`src/rtl/mips_pkg.sv`:
```
// Shared fetch-side types and constants: FSM encodings, instruction size,
// the bubble word, and the {pc, inst} entry carried through the fetch queue.
package mips_pkg;

   typedef enum logic [1:0] {
      S_IDLE  = 2'd0,   // no request outstanding
      S_WAIT  = 2'd1,   // request outstanding, response will be kept
      S_DRAIN = 2'd2    // request outstanding, response will be thrown away
   } fetch_state_t;

   localparam int unsigned INST_BYTES = 4;
   localparam logic [31:0] NOP        = 32'h0;

   typedef struct packed {
      logic [31:0] pc;
      logic [31:0] inst;
   } fetch_entry_t;

   // Clear the byte-offset bits so any address lands on a word boundary.
   function automatic logic [31:0] word_align(input logic [31:0] addr);
      return addr & ~32'(INST_BYTES - 1);
   endfunction

endpackage

```
`src/rtl/fetch_fifo.sv`:
```
// Circular queue of fetched {pc, inst} entries between fetch and decode.
// Pointers wrap naturally; flush empties the queue in one cycle. The head
// entry is presented combinationally and reads as zero when empty.
module fetch_fifo
   import mips_pkg::*;
#(
   parameter  int DEPTH = 2,
   localparam int PW    = $clog2(DEPTH),
   localparam int CW    = PW + 1
) (
   input  logic          clk,
   input  logic          reset,
   input  logic          i_push,
   input  fetch_entry_t  i_entry,
   input  logic          i_pop,
   input  logic          i_flush,
   output logic [CW-1:0] o_count,
   output logic          o_full,
   output logic          o_empty,
   output fetch_entry_t  o_head
);

   localparam logic [CW-1:0] LP_DEPTH = CW'(DEPTH);

   fetch_entry_t  r_mem [DEPTH];
   logic [PW-1:0] r_head;
   logic [PW-1:0] r_tail;
   logic [CW-1:0] r_count;

   // Pointer and occupancy update; flush discards everything in flight.
   always_ff @(posedge clk) begin
      if (reset) begin
         r_head  <= '0;
         r_tail  <= '0;
         r_count <= '0;
      end else if (i_flush) begin
         r_head  <= '0;
         r_tail  <= '0;
         r_count <= '0;
      end else begin
         if (i_push) r_tail <= r_tail + 1'b1;
         if (i_pop)  r_head <= r_head + 1'b1;
         case ({i_push, i_pop})
            2'b10:   r_count <= r_count + 1'b1;
            2'b01:   r_count <= r_count - 1'b1;
            default: r_count <= r_count;
         endcase
      end
   end

   // Storage array; contents need no reset since occupancy gates visibility.
   always_ff @(posedge clk) begin
      if (!reset && !i_flush && i_push) r_mem[r_tail] <= i_entry;
   end

   assign o_count = r_count;
   assign o_empty = (r_count == '0);
   assign o_full  = (r_count == LP_DEPTH);
   assign o_head  = o_empty ? '{pc: 32'h0, inst: NOP} : r_mem[r_head];

endmodule

```
`src/rtl/if_fetch_ctrl.sv`:
```
// Instruction-fetch sequencer: owns the fetch PC, issues one word request
// at a time to instruction memory, buffers responses toward decode and
// handles redirects. A request is only launched when the queue is
// guaranteed to have room for its response, so the queue never overflows.
module if_fetch_ctrl
   import mips_pkg::*;
#(
   parameter logic [31:0] RESET_PC = 32'h0000_0000,
   parameter int          DEPTH    = 2
) (
   input  logic        clk,
   input  logic        reset,
   output logic        mem_req,
   output logic [31:0] mem_addr,
   input  logic        mem_valid,
   input  logic [31:0] mem_rdata,
   input  logic        redirect_valid,
   input  logic [31:0] redirect_pc,
   input  logic        id_ready,
   output logic        inst_valid,
   output logic [31:0] inst_out,
   output logic [31:0] pc_out
);

   localparam int          CW       = $clog2(DEPTH) + 1;
   localparam logic [CW:0] LP_DEPTH = (CW + 1)'(DEPTH);

   fetch_state_t r_state;
   logic         r_mem_req;
   logic [31:0]  r_mem_addr;
   logic [31:0]  r_fetch_pc;

   logic          w_push;
   logic          w_pop;
   logic          w_full;
   logic          w_empty;
   logic [CW-1:0] w_count;
   logic [CW:0]   w_count_after;
   logic          w_room_next;
   logic [31:0]   w_next_pc;
   logic [31:0]   w_redirect_pc;
   fetch_entry_t  w_push_entry;
   fetch_entry_t  w_head;

   // Redirect beats both pop and push: the head is wrong-path, and so is
   // any response landing in the same cycle.
   assign w_pop  = !w_empty && id_ready && !redirect_valid;
   assign w_push = (r_state == S_WAIT) && mem_valid && !redirect_valid;

   // Occupancy after this cycle's push/pop; if it leaves a free slot the
   // next request may go out back-to-back with the response.
   assign w_count_after = {1'b0, w_count} + {{CW{1'b0}}, w_push}
                                          - {{CW{1'b0}}, w_pop};
   assign w_room_next   = (w_count_after < LP_DEPTH);

   assign w_next_pc     = r_fetch_pc + 32'(INST_BYTES);
   assign w_redirect_pc = word_align(redirect_pc);
   assign w_push_entry  = '{pc: r_mem_addr, inst: mem_rdata};

   fetch_fifo #(
      .DEPTH (DEPTH)
   ) u_fifo (
      .clk     (clk),
      .reset   (reset),
      .i_push  (w_push),
      .i_entry (w_push_entry),
      .i_pop   (w_pop),
      .i_flush (redirect_valid),
      .o_count (w_count),
      .o_full  (w_full),
      .o_empty (w_empty),
      .o_head  (w_head)
   );

   // Request FSM with registered mem_req/mem_addr. In S_WAIT and S_DRAIN
   // the request address equals the address being waited on; S_DRAIN is the
   // "discard the next response" condition left behind by a redirect.
   always_ff @(posedge clk) begin
      if (reset) begin
         r_state    <= S_IDLE;
         r_mem_req  <= 1'b0;
         r_mem_addr <= RESET_PC;
         r_fetch_pc <= RESET_PC;
      end else begin
         case (r_state)
            S_IDLE: begin
               if (redirect_valid) begin
                  r_fetch_pc <= w_redirect_pc;
               end else if (!w_full) begin
                  r_mem_req  <= 1'b1;
                  r_mem_addr <= r_fetch_pc;
                  r_state    <= S_WAIT;
               end
            end
            S_WAIT: begin
               if (redirect_valid) begin
                  r_fetch_pc <= w_redirect_pc;
                  if (mem_valid) begin
                     // response is wrong-path; request already retired
                     r_mem_req <= 1'b0;
                     r_state   <= S_IDLE;
                  end else begin
                     // request cannot be withdrawn; keep it up and drop its data
                     r_state   <= S_DRAIN;
                  end
               end else if (mem_valid) begin
                  r_fetch_pc <= w_next_pc;
                  if (w_room_next) begin
                     r_mem_addr <= w_next_pc;
                  end else begin
                     r_mem_req <= 1'b0;
                     r_state   <= S_IDLE;
                  end
               end
            end
            S_DRAIN: begin
               if (redirect_valid) r_fetch_pc <= w_redirect_pc;
               if (mem_valid) begin
                  r_mem_req <= 1'b0;
                  r_state   <= S_IDLE;
               end
            end
            default: begin
               r_mem_req <= 1'b0;
               r_state   <= S_IDLE;
            end
         endcase
      end
   end

   assign mem_req    = r_mem_req;
   assign mem_addr   = r_mem_addr;
   assign inst_valid = !w_empty;
   assign inst_out   = w_head.inst;
   assign pc_out     = w_head.pc;

endmodule
```
`config.mk`:
```
export PLATFORM = sky130hd
export DESIGN_NAME = if_fetch_ctrl
export DESIGN_NICKNAME = d
export VERILOG_FILES = /design/src/rtl/mips_pkg.sv /design/src/rtl/fetch_fifo.sv /design/src/rtl/if_fetch_ctrl.sv
export SDC_FILE = /design/constraint.sdc
export NUM_CORES = 1
export LEC_CHECK = 0
export ABC_AREA = 1
export CAP_MARGIN = 0
export CORE_AREA = 2 2 164 166
export DETAILED_ROUTE_END_ITERATION = 8
export DIE_AREA = 0 0 166 168
export SYNTH_ARGS = -nofsm -noshare
export SYNTH_HDL_FRONTEND = slang
export SYNTH_HIERARCHICAL = 1
export SYNTH_SLANG_ARGS = --single-unit
export TNS_END_PERCENT = 20
```
`constraint.sdc`:
```
create_clock -name clk -period 7 [get_ports clk]
set_clock_uncertainty 0.1 [all_clocks]
set_input_delay 1.4 -clock clk [delete_from_list [all_inputs] [get_ports clk]]
set_output_delay 1.4 -clock clk [all_outputs]
set_load 0.02 [all_outputs]
```
* Yosys cells after proc, flatten, opt, wreduce, memory -nomap -nowiden
Memories as Yosys holds them, arrays and structs flattened. A register that Yosys moved wholly into a read port is not among the register bits. Cells that the tools add are included.
Word-level totals: register bits 71, memory bits (writable) 128, word-level logic and storage cells 81, memories 1
Memory list:
- u_fifo.r_mem | depth 2, width 64, read ports 1, clocked after Yosys merged registers in 1, wr ports 1, line fetch_fifo.sv:25 | fetch_entry_t r_mem [DEPTH];
Operators by class: $add $sub $neg 7, $lt $le $gt $ge 1, eq/ne operators 14, mux-type cells 31, reduce and logical (&&, ||, !) cells 20
Operator list (count):
- 32-bit two-way mux | 8
- 32-bit one-hot mux with 2 select lines | 2
- 64-bit two-way mux | 1
- 32-bit by 3-bit adder with 32-bit output (second input constant) | 1
- 2-bit two-way mux | 7
- 2-bit inequality test (second input constant) | 6
- 1-bit two-way mux | 10
- 2-bit == test (second input constant) | 3
- 1-bit logical AND | 6
- 3-bit inequality test (second input constant) | 2
- 2-bit one-hot mux with 3 select lines | 1
- 6-bit AND reduction | 1
- 2-bit nonzero test | 3
- 5-bit AND reduction | 1
- 2-bit by 1-bit == test with 1-bit output (second input constant) | 2
- 2-bit zero test | 2
- 2-bit one-hot mux with 2 select lines | 1
- 4-bit AND reduction | 1
- 2-bit OR reduction | 2
- 2-bit by 1-bit adder with 3-bit output | 1
- 1-bit zero test | 3
- 3-bit by 2-bit < comparator with 1-bit output (second input constant) | 1
- 1-bit one-hot mux with 3 select lines | 1
- 3-bit AND reduction | 1
- 5 further kinds | 6

* Depth between registers and ports, before layout
word-level depth 10, gate-level depth with buffers 18, mapped depth without buffers 17

* By module
Netlist, hierarchy kept.
By module, submodules not included:
- fetch_fifo | instances 1, cells an instance 376, area each 5236.3 sq um, seq. area each 3943.8 sq um
- if_fetch_ctrl | instances 1, cells an instance 557, area each 3756.1 sq um, seq. area each 1261.2 sq um

* Worst setup path after synthesis
No wires, ideal clock.
path type input to register, from input port mem_valid, to memory u_fifo/r_mem[1][0] in the netlist's numbering, enable pin, data arrival time 6.227 ns, slack 0.108 ns, cell stages on the path 4, buffers on the path 0, path through nand2_1 > nor3_1 > inv_1 > nor3_1
On the way: cells in the longest elaborated chain, start to end 5
Ends and longest elaborated chain:
- start: declaration | line if_fetch_ctrl.sv:15 | input logic mem_valid,
- 1-bit logical AND (2 in series) | line if_fetch_ctrl.sv:48 | assign w_push = (r_state == S_WAIT) && mem_valid && !redirect_valid;
- net w_push | line if_fetch_ctrl.sv:33 | logic w_push;
- 1-bit logical AND | line fetch_fifo.sv:53 | if (!reset && !i_flush && i_push) r_mem[r_tail] <= i_entry;
- 1-bit two-way mux | line fetch_fifo.sv:53
- 1-bit two-way mux (implied by the code) | line fetch_fifo.sv:53
- end: declaration | line fetch_fifo.sv:25
The timed path passes the listed nets, and every way through them passes these cells.

==> impl_metrics.yaml <==
cts:
  cts_setup_buffers: 0
  htree_levels: 4
  clock_path_buffers: 2
  root_buffer: "clkbuf_16"
  cts_resized: 0
  insertion_delay_ns: 0.42
  cts-hold-fix-buffers: 0
  cts_tree: "done"
  numCtsBuffers: 17
  cts_sinks: 196
  clk_pin_slew_worst_paths_ns: 0.07
global_route:
  busiest_layer: "met2"
  antenna_found_initial: 0
  grt_pass1_wl_mm: 35.51
  met1_usage_pct: 21.94
  grt_usage_pct: 16.14
  met2_usage_pct: 26.68
  overflow: 0
  met3_usage_pct: 2.703
  grt_max_degree: 66
  grt_pass1_vias: 6316
route:
  antenna_left: 0
  drc: 0
  vias: 6870
  wl_per_cell_um: 15.70
  dr.pass1.iters: 5
  wirelength_mm: 22.46
  drt_iter0_drc: 480
  viasPerCell: 4.804
die:
  die_w_um: 166
  core_sq_um: 26350
  dieArea_sq_um: 27890
  rows: 60
  die_h_um: 168
  initial_core_util_pct: 34.13
  io_pins: 167
critical_path:
  slowest_stage: "clkdlybuf4s50_1"
  worst_ep_required_time_ns: 5.50
  cp-end-kind: "output port"
  cp_slowest_stage_delay_ns: 0.68
  cp_common_cell: "buf_4"
  crit_path_start_kind: "register"
  cp_max_fo: 65
  worst_ep_arrival_time_ns: 3.03
  critPathKind: "reg -> out"
  crit_chain: "buf_4 > inv_2 > buf_4 > nand2_1 > a21oi_1 > clkdlybuf4s50_1"
  ff2ff_setup_slack_ns: 3.47
  path_buf_inv: 4
  cp_top_family: "buffers and inverters"
synth:
  yosys_warnings: 6
  synth-simple-area-share_pct: 18.46
  ys_ff_latch: 196
  synthMuxAreaShare_pct: 0
  synth_compound_area_share_pct: 15.82
  synth_top_family_by_area: "simple AND/OR/NAND/NOR gates"
  synth-adder-area-share_pct: 0.6400
  synthXorXnorAreaFrac_pct: 1.892
  synth_area_sq_um: 8992
  syn_area_per_cell_sq_um: 9.638
  synth_cell_types: 40
  synth_cells: 933
  yosysSeqAreaShare_pct: 57.88
pwr:
  p_leak_nw: 3.933
  peakVddDrop_mv: 0.1307
  pwr_density_cell_nw_per_um2: 223.4
  total_power_mw: 2.549
placement:
  gp_congestion: 0.8894
  hpwl_mm: 14.78
  port_buffers: 162
sta:
  fmax_mhz: 220.9
  setup_viol: 0
  period_minus_slack_ns: 4.527
  rsz0062_at_grt: "no"
  slew_headroom_pct: 28.56
  tns_ns: 0
  fin_crit_sh_pct: 64.68
  hold_viol_final: 0
  report.final.slew_viol_count: 0
  worstMarginPinSlew_ns: 1.072
finish:
  final_nets: 1149
  fillerInstances: 2510
  final_layout_size_suffix_gt1_share_pct: 11.94
  most-common-layout-cells: "268 x nand2_1, 162 x clkdlybuf4s50_1, 128 x a21oi_1, 128 x edfxtp_1, 67 x dfxtp_1"
  n_antenna_cell: 0
  final_common_cell: "nand2_1"
  area_growth_pct: 26.90
  multi_input_area_sq_um: 3357
  seqCellArea_sq_um: 5206
hold_path:
  hold_class: "reg -> reg"
job:
  cap_viol_max_count: 0
run_status:
  status: "finished clean"
cell type report:
| cell class | count | area share, % |
|---|---|---|
| Clock buffer | 17 | 3.728 |
| Multi-Input combinational cell | 647 | 29.42 |
| Tap cell | 341 | 3.739 |
| Timing Repair Buffer | 171 | 14.80 |
| Sequential cell | 196 | 45.63 |
| Inverter | 43 | 1.414 |
| Clock inverter | 15 | 1.272 |
sequential cells by signal, indices dropped and copies added (netlist names), named ones only:
| register | flops |
|---|---|
| u_fifo/r_mem | 128 |
| mem_addr | 30 |
| r_fetch_pc | 30 |
| r_state | 2 |
| u_fifo/o_count | 2 |
| mem_req | 1 |
| u_fifo/r_head | 1 |
| u_fifo/r_tail | 1 |
worst register-to-register path, delay by kind of cell (launching register included):
family / cells / cell delay, ns
compound gates: 1 / 0.19
fa+ha+maj: 2 / 0.80
buf+inv: 3 / 0.70
flops: 1 / 0.51
simple gates: 9 / 1.13
cell families after synthesis:
logic type / count (synthesis)
AND/OR/NAND/NOR: 376
AO/OA/AOI/OAI: 245
flip-flops: 196
buffers and inverters: 95
XOR/XNOR: 16
adder cells (fa/ha/maj): 4
other: 1
report_power, final:
group          leakage (nW)  internal (mW)  switching (mW)
registers              1.71           1.28          0.0524
clock network         0.271          0.501           0.445
logic                  1.95          0.118           0.156
total                  3.93           1.89           0.654
routing by layer:
| layer | part of all wire [%] | wire, um |
|---|---|---|
| met5 | 0 | 0 |
| met4 | 1.4 | 320 |
| met3 | 3.4 | 761 |
| met2 | 48 | 10850 |
| met1 | 47 | 10530 |
per-stage QoR:
stage               setup WS [ns]  cell area, sq um  instances  hold WS (ns)  utilization (%)
finish                      2.473             11410       1430        0.3842            43.30
global route                2.235             11410       1430        0.3983            43.30
CTS                         2.353             11410       1430        0.3737            43.30
detailed placement          2.120             10840       1398        0.3631            41.14
global placement            2.161             10840       1398        0.3542            41.14
floorplan                  0.1082              9011        938        0.3453                -
synth_stat cells:
master	n	area share (%)
nand2_1	268	11
a21oi_1	128	7.1
edfxtp_1	128	43
dfxtp_1	68	15
o21ai_0	55	3.1
a21oi_2	50	4.9
nor2_1	49	2.0
inv_1	39	1.6
buf_2	21	1.2
nand3_1	17	0.95
clkbuf_1	15	0.63
buf_6	9	1.1
nor2_4	9	1.1
xor2_1	9	0.88
nand2_2	8	0.56
o21ai_1	8	0.45
buf_4	6	0.50
nand3b_1	5	0.42
or2_0	5	0.35
inv_2	4	0.17
xor2_2	4	0.72
ha_1	3	0.42
nor2_8	3	0.67
xnor2_1	3	0.29
a31oi_1	2	0.14
nor3_1	2	0.11
nor3b_1	2	0.17
and2_1	1	0.070
buf_1	1	0.042
conb_1	1	0.042
fa_1	1	0.22
nand2_4	1	0.13
nand2_8	1	0.22
nand3_4	1	0.19
nand4_1	1	0.070
nor2_2	1	0.070
o211ai_1	1	0.084
o21ai_2	1	0.097
or2_1	1	0.070
or2_2	1	0.070
final timing paths:
check / to / startpoint / depth (start not counted)
setup / recovery: pc_out[12] / register / 6
hold / removal: u_fifo/r_tail$_SDFFE_PP0P_ / u_fifo/r_tail$_SDFFE_PP0P_ / 2
setup reg to reg: mem_addr[8]$_SDFFE_PP0P_ / u_fifo/o_count[1]$_SDFFE_PP0P_ / 15
hold reg to reg: u_fifo/r_tail$_SDFFE_PP0P_ / u_fifo/r_tail$_SDFFE_PP0P_ / 2
Power figures use the tool's default switching activity.
